**config.mk**
```make
export PLATFORM = sky130hd
export DESIGN_NAME = jtag_ir_dr_path
export DESIGN_NICKNAME = d
export VERILOG_FILES = /design/src/rtl/jtag_pkg.sv /design/src/rtl/jtag_shift_reg.sv /design/src/rtl/jtag_ir_dr_path.sv
export SDC_FILE = /design/constraint.sdc
export NUM_CORES = 1
export LEC_CHECK = 0
export CAP_MARGIN = 10
export CORE_MARGIN = 5
export CORE_UTILIZATION = 60
export CTS_CLUSTER_DIAMETER = 100
export DETAILED_ROUTE_END_ITERATION = 12
export DONT_BUFFER_PORTS = 1
export GPL_TIMING_DRIVEN = 1
export MAX_ROUTING_LAYER = met4
export PLACE_DENSITY = 0.83
export RECOVER_POWER = 100
export SYNTH_ARGS = -nofsm -noshare
export SYNTH_HDL_FRONTEND = slang
export SYNTH_HIERARCHICAL = 1
export SYNTH_SLANG_ARGS = --single-unit
```
**constraint.sdc**
```tcl
create_clock -name TCK -period 2.5 [get_ports TCK]
set_clock_uncertainty 0.05 [all_clocks]
set_input_delay 0.125 -clock TCK [delete_from_list [all_inputs] [get_ports TCK]]
set_output_delay 0.125 -clock TCK [all_outputs]
set_load 0.02 [all_outputs]
```
**src/rtl/jtag_pkg.sv**
```systemverilog
// Shared constants for the JTAG instruction/data-register datapath: default IR width,
// opcode values, the IR capture pattern and the decoded-instruction type.
package jtag_pkg;

    localparam int IR_W_DEF = 4;

    // BYPASS is all ones at whatever IR width is used, so it is built in the top.
    localparam int unsigned OPC_EXTEST = 0;
    localparam int unsigned OPC_SAMPLE = 1;
    localparam int unsigned OPC_IDCODE = 2;
    localparam logic [IR_W_DEF-1:0] OPC_BYPASS = '1;

    localparam logic [1:0] IR_CAPTURE_LSBS = 2'b01;

    typedef enum logic [1:0] {
        INSTR_EXTEST,
        INSTR_SAMPLE,
        INSTR_IDCODE,
        INSTR_BYPASS
    } instr_e;

endpackage

```
**src/rtl/jtag_shift_reg.sv**
```systemverilog
// Capture/shift register with parallel load, shifting towards the LSB, which is the serial output.
module jtag_shift_reg #(
    parameter int W = 4
) (
    input  logic         clk,
    input  logic         rst,
    input  logic         capture,
    input  logic         shift,
    input  logic [W-1:0] load_val,
    input  logic         sdi,
    output logic [W-1:0] q,
    output logic         so
);

    logic [W-1:0] sr_q;
    logic [W-1:0] sr_d;

    // NOTE: every always_comb output gets a default first so no latch is inferred.
    always_comb begin
        sr_d = sr_q;
        if (capture) begin
            sr_d = load_val;
        end else if (shift) begin
            sr_d = {sdi, sr_q[W-1:1]};
        end
    end

    // NOTE: sequential state uses non-blocking assignments so all flops update together.
    always_ff @(posedge clk) begin
        if (rst) begin
            sr_q <= '0;
        end else begin
            sr_q <= sr_d;
        end
    end

    assign q  = sr_q;
    assign so = sr_q[0];

endmodule

```
**src/rtl/jtag_ir_dr_path.sv**
```systemverilog
// JTAG IR/DR datapath behind the TAP controller: instruction register, decode, BYPASS/IDCODE
// data registers, boundary-scan controls and the registered TDO mux.
module jtag_ir_dr_path
    import jtag_pkg::*;
#(
    parameter int          IR_W       = IR_W_DEF,
    parameter logic [31:0] IDCODE_VAL = 32'h1000_0001
) (
    input  logic            TCK,
    input  logic            TRST,
    input  logic            TDI,
    input  logic            select,
    input  logic            capture_ir,
    input  logic            shift_ir,
    input  logic            update_ir,
    input  logic            capture_dr,
    input  logic            shift_dr,
    input  logic            update_dr,
    input  logic            bsr_so,
    output logic            TDO,
    output logic            tdo_en,
    output logic [IR_W-1:0] ir_out,
    output logic            extest,
    output logic            bsr_capture,
    output logic            bsr_shift,
    output logic            bsr_update
);

    localparam logic [IR_W-1:0] OP_EXTEST  = IR_W'(OPC_EXTEST);
    localparam logic [IR_W-1:0] OP_SAMPLE  = IR_W'(OPC_SAMPLE);
    localparam logic [IR_W-1:0] OP_IDCODE  = IR_W'(OPC_IDCODE);
    localparam logic [IR_W-1:0] IR_CAPTURE = IR_W'(IR_CAPTURE_LSBS);

    logic [IR_W-1:0] ir_out_q, ir_out_d;
    logic            bypass_q, bypass_d;
    logic            tdo_q, tdo_d;
    logic            tdo_en_q, tdo_en_d;

    logic            ir_cap, ir_shf, ir_upd;
    logic            dr_cap, dr_shf, dr_upd;
    logic [IR_W-1:0] ir_sr;
    logic            ir_so;
    logic [31:0]     id_par_unused;
    logic            id_so;
    logic            bsr_sel;
    logic            shift_active;
    logic            serial_bit;
    instr_e          instr;

    // Within each path capture beats shift beats update; the inactive path sees nothing.
    assign ir_cap = select & capture_ir;
    assign ir_shf = select & shift_ir & ~capture_ir;
    assign ir_upd = select & update_ir & ~capture_ir & ~shift_ir;
    assign dr_cap = ~select & capture_dr;
    assign dr_shf = ~select & shift_dr & ~capture_dr;
    assign dr_upd = ~select & update_dr & ~capture_dr & ~shift_dr;

    always_comb begin
        case (ir_out_q)
            OP_EXTEST: instr = INSTR_EXTEST;
            OP_SAMPLE: instr = INSTR_SAMPLE;
            OP_IDCODE: instr = INSTR_IDCODE;
            default:   instr = INSTR_BYPASS;
        endcase
    end

    assign bsr_sel = (instr == INSTR_EXTEST) || (instr == INSTR_SAMPLE);

    jtag_shift_reg #(.W(IR_W)) u_ir_sr (
        .clk      (TCK),
        .rst      (TRST),
        .capture  (ir_cap),
        .shift    (ir_shf),
        .load_val (IR_CAPTURE),
        .sdi      (TDI),
        .q        (ir_sr),
        .so       (ir_so)
    );

    jtag_shift_reg #(.W(32)) u_id_sr (
        .clk      (TCK),
        .rst      (TRST),
        .capture  (dr_cap && instr == INSTR_IDCODE),
        .shift    (dr_shf && instr == INSTR_IDCODE),
        .load_val (IDCODE_VAL),
        .sdi      (TDI),
        .q        (id_par_unused),
        .so       (id_so)
    );

    always_comb begin
        if (select) begin
            serial_bit = ir_so;
        end else begin
            case (instr)
                INSTR_IDCODE: serial_bit = id_so;
                INSTR_BYPASS: serial_bit = bypass_q;
                default:      serial_bit = bsr_so;
            endcase
        end
    end

    assign shift_active = (shift_ir & select) | (shift_dr & ~select);

    always_comb begin
        ir_out_d = ir_out_q;
        bypass_d = bypass_q;
        tdo_d    = tdo_q;
        if (ir_upd) begin
            ir_out_d = ir_sr;
        end
        if (instr == INSTR_BYPASS) begin
            if (dr_cap) begin
                bypass_d = 1'b0;
            end else if (dr_shf) begin
                bypass_d = TDI;
            end
        end
        if (shift_active) begin
            tdo_d = serial_bit;
        end
        tdo_en_d = shift_active;
    end

    always_ff @(posedge TCK) begin
        if (TRST) begin
            ir_out_q <= OP_IDCODE;
            bypass_q <= 1'b0;
            tdo_q    <= 1'b0;
            tdo_en_q <= 1'b0;
        end else begin
            ir_out_q <= ir_out_d;
            bypass_q <= bypass_d;
            tdo_q    <= tdo_d;
            tdo_en_q <= tdo_en_d;
        end
    end

    assign TDO         = tdo_q;
    assign tdo_en      = tdo_en_q;
    assign ir_out      = ir_out_q;
    assign extest      = (instr == INSTR_EXTEST);
    assign bsr_capture = dr_cap & bsr_sel;
    assign bsr_shift   = dr_shf & bsr_sel;
    assign bsr_update  = dr_upd & bsr_sel;

endmodule
```
---- Word level (Yosys, flattened, before mapping) ----
Cells that the tools add are included.
storage, ports and cells
  flip-flop bits (word level) ............. 43
  bits of input ports ..................... 11
cells by class
  equal/unequal tests ..................... 5
  muxes and demuxes ....................... 9
  bitwise logic cells ..................... 21
  reduce and logical (&&, ||, !) cells .... 11
operators with widths
  operator                                        number
  two-way mux 29 bit                              2
  AND 1 bit                                       15
  one-hot mux 2 bit (3 select lines)              1
  nonzero test 2 bit                              3
  two-way mux 1 bit                               5
  inverter 1 bit                                  5
  == test 2 bit (second input constant)           2
  == test 4 x 1 -> 1 bit (second input constant)  1
  == test 4 x 2 -> 1 bit (second input constant)  1
  zero test 4 bit                                 1
  OR reduction 2 bit                              2
  == test 2 x 1 -> 1 bit (second input constant)  1
  logical AND 1 bit                               2
  zero test 2 bit                                 1
  one-hot mux 1 bit (2 select lines)              1
  AND reduction 2 bit                             1
  logical OR 1 bit                                1
  bitwise OR 1 bit                                1

---- Depth between registers and ports, before layout ----
Gate-level depths: netlist of run 1.
  word-level depth ........................ 6
  gate-level depth with buffers ........... 7

---- Hierarchy ----
The synthesis of run 1 kept the hierarchy.
by module, submodules not included
  module                    instances  cells an instance  area each (µm²)  sequential area each (µm²)
  jtag_shift_reg (u_id_sr)  1          143                1517.7           640.6
  jtag_ir_dr_path           1          49                 402.9            140.1
  jtag_shift_reg (u_ir_sr)  1          19                 197.7            80.1

---- Worst setup path after synthesis of run 1 ----
Ideal clock, no wire load.
  path kind ............................... register to register
  from .................................... reg ir_out_q[3], in the netlist ir_out[3]
  to ...................................... reg u_id_sr.sr_q[10], in the netlist u_id_sr/q[10]
  library setup time ...................... 0.086 ns
  data arrival time ....................... 1.345 ns
  slack ................................... 1.019 ns
  stages on the path, launching flop included .. 7
  buffers on the path ..................... 1
  period minus slack after synthesis ...... 1.481 ns
  cell sequence ........................... dfxtp_1 -> nor2_1 -> nand3b_1 -> nor2_1 -> inv_1 -> clkbuf_1 -> a211oi_1
between the ends
  cells in the longest elaborated chain, start to end .. 5
RTL lines
  element                                         line                                          source
  from (decl)                                     jtag_ir_dr_path.sv:34                         logic [IR_W-1:0] ir_out_q, ir_out_d;
  from (signal assigned)                          jtag_ir_dr_path.sv:132                        ir_out_q <= ir_out_d;
  == test 4 x 2 -> 1 bit (tied with other cells)  jtag_ir_dr_path.sv:59                         case (ir_out_q)
  one-hot mux 2 bit (3 select lines) (*)          jtag_ir_dr_path.sv:59
  == test 2 bit (*)                               jtag_ir_dr_path.sv:83, jtag_ir_dr_path.sv:84
  logical AND 1 bit                               jtag_ir_dr_path.sv:83                         .capture (dr_cap && instr == INSTR_IDCODE),
  OR reduction 2 bit (no source line)             -
  to (signal assigned)                            jtag_shift_reg.sv:33                          sr_q <= sr_d;
  to (decl)                                       jtag_shift_reg.sv:15                          logic [W-1:0] sr_q;
Mark *: on every way between the ends. The rest lies on a longest branch, timed or not.
A chain may end at the register's enable or synchronous reset.

---- Worst setup path in the final report of run 1 ----
  from .................................... reg ir_out_q[3], in the netlist ir_out[3]
  to ...................................... reg u_id_sr.sr_q[17], in the netlist u_id_sr/q[17]
The elaborated chain is that of the path after synthesis.

==> impl_metrics.xml, run 1 <==
<?xml version="1.0" encoding="UTF-8"?>
<metrics>
  <group name="run_status">
    <metric name="status" unit="">finished clean</metric>
  </group>
  <group name="place">
    <metric name="placed_cells_incl_taps" unit="">276</metric>
    <metric name="placed_instance_area" unit="mm2">0.002187</metric>
    <metric name="finalWeightedCongestion" unit="">0.7875</metric>
    <metric name="port_buffers" unit="">0</metric>
    <metric name="place_ws" unit="ps">480.4</metric>
    <metric name="place.detailed.hpwl" unit="um">2439</metric>
  </group>
  <group name="pwr">
    <metric name="powerDensity" unit="mW/mm2">561.8</metric>
    <metric name="switching_share" unit="">0.2539</metric>
    <metric name="power.sequential.fraction" unit="">0.580</metric>
    <metric name="cell_internal_pwr" unit="mW">0.9850</metric>
    <metric name="finalPower" unit="mW">1.320</metric>
    <metric name="power_leakage" unit="nW">0.8772</metric>
    <metric name="vdd_ir_drop_max" unit="V">0.0003237</metric>
    <metric name="net-switching-power" unit="mW">0.3352</metric>
    <metric name="power.share.clock" unit="">0.286</metric>
    <metric name="comb_power_share" unit="">0.134</metric>
  </group>
  <group name="floorplan">
    <metric name="floorplan.initialDensity" unit="">0.6276</metric>
    <metric name="floorplan.io_pins" unit="">21</metric>
    <metric name="dieHeight" unit="um">69.31</metric>
    <metric name="row_count" unit="">21</metric>
    <metric name="area_of_the_die" unit="mm2">0.004804</metric>
    <metric name="die_width" unit="um">69.31</metric>
    <metric name="floorplan.core_area" unit="mm2">0.003363</metric>
  </group>
  <group name="logic_synthesis">
    <metric name="average_cell_area_after_synthesis" unit="um2">10.05</metric>
    <metric name="post_synth_inst_count" unit="">210</metric>
    <metric name="post_synthesis_cell_area" unit="mm2">0.002111</metric>
    <metric name="yosysWarnings" unit="">6</metric>
  </group>
  <group name="final_layout">
    <metric name="post-route-cell-area" unit="mm2">0.002350</metric>
    <metric name="final_common_cell" unit="">sky130_fd_sc_hd__dfxtp_1</metric>
    <metric name="post_route_cells_drive_above_1_share" unit="">0.04453</metric>
    <metric name="antenna_cells_inserted" unit="">0</metric>
    <metric name="layoutNonFillerInstCount" unit="">293</metric>
    <metric name="num-nets-final" unit="">257</metric>
    <metric name="fillerInstances" unit="">289</metric>
    <metric name="syn2layout_area_growth" unit="%">11.32</metric>
    <metric name="utilization" unit="">0.6987</metric>
    <metric name="top_library_cells_by_usage_in_the_layout_fill_and_taps_aside" unit="">sky130_fd_sc_hd__dfxtp_1 (43), sky130_fd_sc_hd__mux2i_1 (39), sky130_fd_sc_hd__nor2b_1 (37)</metric>
  </group>
  <group name="clock_network">
    <metric name="cts_tree" unit="">done</metric>
    <metric name="clockBufferDepth" unit="">2</metric>
    <metric name="cts_repair_resize_count" unit="">0</metric>
    <metric name="setup_buffers_after_cts" unit="">0</metric>
    <metric name="cts.sink_count" unit="">43</metric>
    <metric name="cts.clk_slew.worst_paths" unit="ps">120</metric>
    <metric name="inserted_clock_buffers" unit="">5</metric>
    <metric name="cts_root_buffer" unit="">sky130_fd_sc_hd__clkbuf_4</metric>
    <metric name="cts.hold.buffers_added" unit="">8</metric>
    <metric name="clock_tree.htree_level_count" unit="">2</metric>
    <metric name="worstSkewPairLatency" unit="ps">350</metric>
  </group>
  <group name="grt">
    <metric name="grt_overflow" unit="">0</metric>
    <metric name="grt_antenna_before_repair" unit="">0</metric>
    <metric name="grt.total_usage" unit="">0.1720</metric>
    <metric name="vias_in_the_first_global_route" unit="">1437</metric>
    <metric name="grt_start_max_net_pins" unit="">44</metric>
    <metric name="global_route_wire_length_before_repair" unit="um">6534</metric>
  </group>
  <group name="critical_path">
    <metric name="critical_path.endpoint_type" unit="">flop</metric>
    <metric name="rr_worst_depth" unit="">5</metric>
    <metric name="timing_worst_setup_path_type" unit="">flop to flop</metric>
    <metric name="crit_end" unit="">u_id_sr/q[17]</metric>
    <metric name="worst-endpoint-required" unit="ps">2640</metric>
    <metric name="start_kind" unit="">flop</metric>
    <metric name="critical_path_peak_fanout" unit="">32</metric>
    <metric name="crit_path_start" unit="">ir_out[3]</metric>
    <metric name="r2r-start" unit="">ir_out[3]</metric>
    <metric name="reg2reg_setup_slack" unit="ps">470</metric>
    <metric name="worst_ep_arrival_time" unit="ps">2180</metric>
    <metric name="r2r-end" unit="">u_id_sr/q[17]</metric>
  </group>
  <group name="timing">
    <metric name="hold_slack" unit="ps">108.4</metric>
    <metric name="timing_hold_violations_final" unit="">0</metric>
    <metric name="post-route-worst-setup-slack" unit="ps">466.3</metric>
    <metric name="setup_viol" unit="">0</metric>
    <metric name="timing.fmax" unit="GHz">0.4917</metric>
    <metric name="unrepaired_setup_endpoints_after_global_routing" unit="">no</metric>
    <metric name="drv_slew" unit="">0</metric>
    <metric name="worst_tran_pin_value" unit="ps">1008</metric>
    <metric name="min_period" unit="ps">2034</metric>
    <metric name="fin_tns_setup" unit="ps">0</metric>
    <metric name="timing.slew.headroom" unit="">0.3274</metric>
    <metric name="layout_worst_path_cycle_share" unit="">0.8135</metric>
  </group>
  <group name="route">
    <metric name="first_pass_iters" unit="">4</metric>
    <metric name="drt_drc_violations_left" unit="">0</metric>
    <metric name="drtIter0Drc" unit="">74</metric>
    <metric name="routed_wire_length_per_instance" unit="um">13.08</metric>
    <metric name="postRouteAntennaNets" unit="">0</metric>
    <metric name="route.detailed.vias_per_inst" unit="">5.239</metric>
    <metric name="detailroute.via_count" unit="">1535</metric>
    <metric name="routed_wirelength" unit="um">3832</metric>
  </group>
  <group name="worst_hold_path">
    <metric name="worst_hold_path_type" unit="">input pin to flop</metric>
  </group>
  <group name="flow_run">
    <metric name="drv.max_cap_violation_count" unit="">0</metric>
  </group>
</metrics>
## flip-flops by register name, indices dropped and copies added (netlist names)
register	cells
u_id_sr/q	32
ir_out	4
u_ir_sr/q	4
TDO	1
bypass_q	1
tdo_en	1
## metal layers
| metal | routed length, um | vias up | global-route usage |
|---|---|---|---|
| li1 | - | 793 | - |
| met1 | 1759 | 710 | 0.1892 |
| met2 | 1811 | 26 | 0.2786 |
| met3 | 197 | 6 | 0.06522 |
| met4 | 63 | 0 | 0.07158 |
| met5 | 0 | - | - |
## layout make-up
type / instances / area, um2 / share of cell area
clock buffers: 8 / 68.82 / 0.02929
inverters: 4 / 15.01 / 0.006390
multi-input cells: 181 / 1232 / 0.5245
flip-flops and latches: 43 / 860.8 / 0.3663
repair buffers: 11 / 115.1 / 0.04899
well taps: 46 / 57.56 / 0.02449
## worst min path at each step
stage                     from           end  slack, ps  cells after the start
finish              capture_ir  u_ir_sr/q[0]        110                      3
global route        capture_ir  u_ir_sr/q[0]         80                      3
CTS                       TRST     ir_out[2]          2                      2
detailed placement        TRST           TDO        150                      1
global placement          TRST           TDO        150                      1
floorplan                 TRST           TDO        140                      1
## power groups by stage
stage,combinational [mW],clock [mW],sequential (mW)
final,0.177,0.377,0.766
after global routing,0.198,0.423,0.773
after CTS,0.177,0.387,0.766
after detailed placement,0.154,0,0.781
after global placement,0.149,0,0.780
after floorplan,0.152,0,0.773
## worst max-delay path: stages (launching register included)
cell and delay, ps:
sky130_fd_sc_hd__dfxtp_1 550, sky130_fd_sc_hd__nor2_1 110, sky130_fd_sc_hd__nand3b_1 170, sky130_fd_sc_hd__nor2_1 70, sky130_fd_sc_hd__inv_1 730, sky130_fd_sc_hd__a211oi_1 180
(Power assumes the default switching activity.)
==> inputs of run 2 (changes only) <==
==> constraint.sdc (replaced) <==
create_clock -name TCK -period 1.95 [get_ports TCK]
set_clock_uncertainty 0.05 [all_clocks]
set_input_delay 0.0975 -clock TCK [delete_from_list [all_inputs] [get_ports TCK]]
set_output_delay 0.0975 -clock TCK [all_outputs]
set_load 0.02 [all_outputs]
==> impl_metrics.xml, run 2 (synthesis gave the netlist of run 1 again) <==
<?xml version="1.0" encoding="UTF-8"?>
<metrics>
  <group name="run_status">
    <metric name="status" unit="">finished clean</metric>
  </group>
  <group name="final_layout">
    <metric name="top_library_cells_by_usage_in_the_layout_fill_and_taps_aside" unit="">sky130_fd_sc_hd__dfxtp_1 (43), sky130_fd_sc_hd__mux2i_1 (39), sky130_fd_sc_hd__nor2b_1 (37)</metric>
    <metric name="post_route_cells_drive_above_1_share" unit="">0.06000</metric>
    <metric name="largest_register_ff_count" unit="">32</metric>
    <metric name="fillerInstances" unit="">279</metric>
    <metric name="antenna_cells_inserted" unit="">0</metric>
    <metric name="post-route-cell-area" unit="mm2">0.002365</metric>
    <metric name="final_common_cell" unit="">sky130_fd_sc_hd__dfxtp_1</metric>
    <metric name="num-nets-final" unit="">262</metric>
    <metric name="syn2layout_area_growth" unit="%">12.03</metric>
  </group>
  <group name="grt">
    <metric name="grt_overflow" unit="">0</metric>
    <metric name="grt_antenna_before_repair" unit="">0</metric>
    <metric name="vias_in_the_first_global_route" unit="">1516</metric>
    <metric name="global_route_wire_length_before_repair" unit="um">6996</metric>
    <metric name="grt_start_max_net_pins" unit="">44</metric>
    <metric name="grt.total_usage" unit="">0.1823</metric>
  </group>
  <group name="critical_path">
    <metric name="start_kind" unit="">flop</metric>
    <metric name="worst-endpoint-required" unit="ps">1800</metric>
    <metric name="r2r-start" unit="">ir_out[3]</metric>
    <metric name="worst_ep_arrival_time" unit="ps">1710</metric>
    <metric name="crit_end" unit="">bsr_update</metric>
    <metric name="rr_worst_depth" unit="">5</metric>
    <metric name="r2r-end" unit="">u_id_sr/q[17]</metric>
    <metric name="reg2reg_setup_slack" unit="ps">170</metric>
    <metric name="critical_path.endpoint_type" unit="">output pin</metric>
    <metric name="critical_path_peak_fanout" unit="">4</metric>
    <metric name="timing_worst_setup_path_type" unit="">flop to output pin</metric>
    <metric name="crit_path_start" unit="">ir_out[3]</metric>
  </group>
  <group name="pwr">
    <metric name="net-switching-power" unit="mW">0.4357</metric>
    <metric name="power.sequential.fraction" unit="">0.605</metric>
    <metric name="cell_internal_pwr" unit="mW">1.184</metric>
    <metric name="powerDensity" unit="mW/mm2">684.7</metric>
    <metric name="switching_share" unit="">0.2691</metric>
    <metric name="power.share.clock" unit="">0.246</metric>
    <metric name="power_leakage" unit="nW">0.8804</metric>
    <metric name="comb_power_share" unit="">0.149</metric>
    <metric name="finalPower" unit="mW">1.619</metric>
    <metric name="vdd_ir_drop_max" unit="V">0.0004630</metric>
  </group>
  <group name="clock_network">
    <metric name="clock_tree.htree_level_count" unit="">2</metric>
    <metric name="inserted_clock_buffers" unit="">5</metric>
    <metric name="worstSkewPairLatency" unit="ps">360</metric>
    <metric name="cts.sink_count" unit="">43</metric>
    <metric name="setup_buffers_after_cts" unit="">0</metric>
    <metric name="cts_tree" unit="">done</metric>
    <metric name="cts.clk_slew.worst_paths" unit="ps">120</metric>
    <metric name="cts_root_buffer" unit="">sky130_fd_sc_hd__clkbuf_4</metric>
    <metric name="clockBufferDepth" unit="">2</metric>
  </group>
  <group name="route">
    <metric name="first_pass_iters" unit="">4</metric>
    <metric name="routed_wire_length_per_instance" unit="um">13.57</metric>
    <metric name="route.detailed.vias_per_inst" unit="">5.270</metric>
    <metric name="drtIter0Drc" unit="">92</metric>
    <metric name="routed_wirelength" unit="um">4016</metric>
    <metric name="detailroute.via_count" unit="">1560</metric>
    <metric name="drt_drc_violations_left" unit="">0</metric>
    <metric name="postRouteAntennaNets" unit="">0</metric>
  </group>
  <group name="place">
    <metric name="finalWeightedCongestion" unit="">0.7888</metric>
    <metric name="place.detailed.hpwl" unit="um">2605</metric>
    <metric name="port_buffers" unit="">0</metric>
    <metric name="placed_instance_area" unit="mm2">0.002225</metric>
  </group>
  <group name="timing">
    <metric name="timing.fmax" unit="GHz">0.5387</metric>
    <metric name="setup_viol" unit="">0</metric>
    <metric name="fin_tns_setup" unit="ps">0</metric>
    <metric name="drv_slew" unit="">0</metric>
    <metric name="timing_hold_violations_final" unit="">0</metric>
    <metric name="timing.slew.headroom" unit="">0.3503</metric>
    <metric name="layout_worst_path_cycle_share" unit="">0.9520</metric>
    <metric name="unrepaired_setup_endpoints_after_global_routing" unit="">no</metric>
    <metric name="min_period" unit="ps">1856</metric>
    <metric name="worst_tran_pin_value" unit="ps">973.5</metric>
  </group>
  <group name="worst_hold_path">
    <metric name="worst_hold_path_type" unit="">input pin to flop</metric>
  </group>
  <group name="floorplan">
    <metric name="floorplan.io_pins" unit="">21</metric>
    <metric name="die_width" unit="um">69.31</metric>
    <metric name="floorplan.initialDensity" unit="">0.6276</metric>
    <metric name="row_count" unit="">21</metric>
    <metric name="floorplan.core_area" unit="mm2">0.003363</metric>
    <metric name="area_of_the_die" unit="mm2">0.004804</metric>
    <metric name="dieHeight" unit="um">69.31</metric>
  </group>
  <group name="flow_run">
    <metric name="drv.max_cap_violation_count" unit="">0</metric>
  </group>
</metrics>
[run 2: cell count changes in the layout (fill, tap and decap cells not counted), sizes merged]
cell,previous run,this run
clkbuf,8,7
buf,3,7
[run 2: repair_timing]
item,4_1_cts,5_1_grt
hold buffers,8,1
gates resized for setup,0,1
setup endpoints to repair,0,1
hold endpoints to repair,43,1
[run 2: worst min-delay path by stage]
stage | slack, ps | from | cells past startpoint | endpoint
2_1_floorplan | 120 | TRST | 1 | TDO
3_3_place_gp | 120 | TRST | 1 | TDO
3_5_place_dp | 130 | TRST | 1 | u_ir_sr/q[0]
4_1_cts | 10 | shift_ir | 3 | TDO
5_1_grt | 40 | shift_ir | 3 | TDO
6_report | 40 | shift_ir | 3 | TDO
[run 2: cell type report]
type / instances / area [um2] / share of cell area
inverters: 4 / 15.01 / 0.006349
well taps: 46 / 57.56 / 0.02434
flip-flops and latches: 43 / 860.8 / 0.3640
repair buffers: 16 / 148.9 / 0.06296
multi-input cells: 181 / 1241 / 0.5249
clock buffers: 6 / 41.29 / 0.01746
[run 2: power by group through the flow]
stage | clock network (mW) | registers (mW) | logic, mW
floorplan | 0 | 0.991 | 0.194
global route | 0.450 | 0.989 | 0.269
detailed placement | 0 | 0.999 | 0.205
CTS | 0.409 | 0.979 | 0.238
global placement | 0 | 0.997 | 0.197
finish | 0.398 | 0.980 | 0.242
[run 2: metal layers]
metal	part of all wire	global-route usage	up-vias
met2	0.45	0.2818	31
met3	0.045	0.06522	11
met4	0.021	0.08026	0
met5	0	-	-
li1	-	-	796
met1	0.48	0.2124	722
[run 2: per-stage QoR]
stage | setup slack [ps] | instances | util | hold slack, ps
2_1_floorplan | 469.3 | 244 | - | 116.4
3_3_place_gp | 286.0 | 281 | 0.6615 | 121.4
3_5_place_dp | 195.4 | 281 | 0.6615 | 125.3
4_1_cts | 85.05 | 295 | 0.7005 | 11.57
5_1_grt | 36.24 | 296 | 0.7031 | 44.06
6_report | 93.60 | 296 | 0.7031 | 39.48
[run 2: worst max-delay path, cell delays in order (launching register included)]
cell and delay, ps:
sky130_fd_sc_hd__dfxtp_1 330, sky130_fd_sc_hd__buf_4 160, sky130_fd_sc_hd__or3_1 440, sky130_fd_sc_hd__and4b_1 410
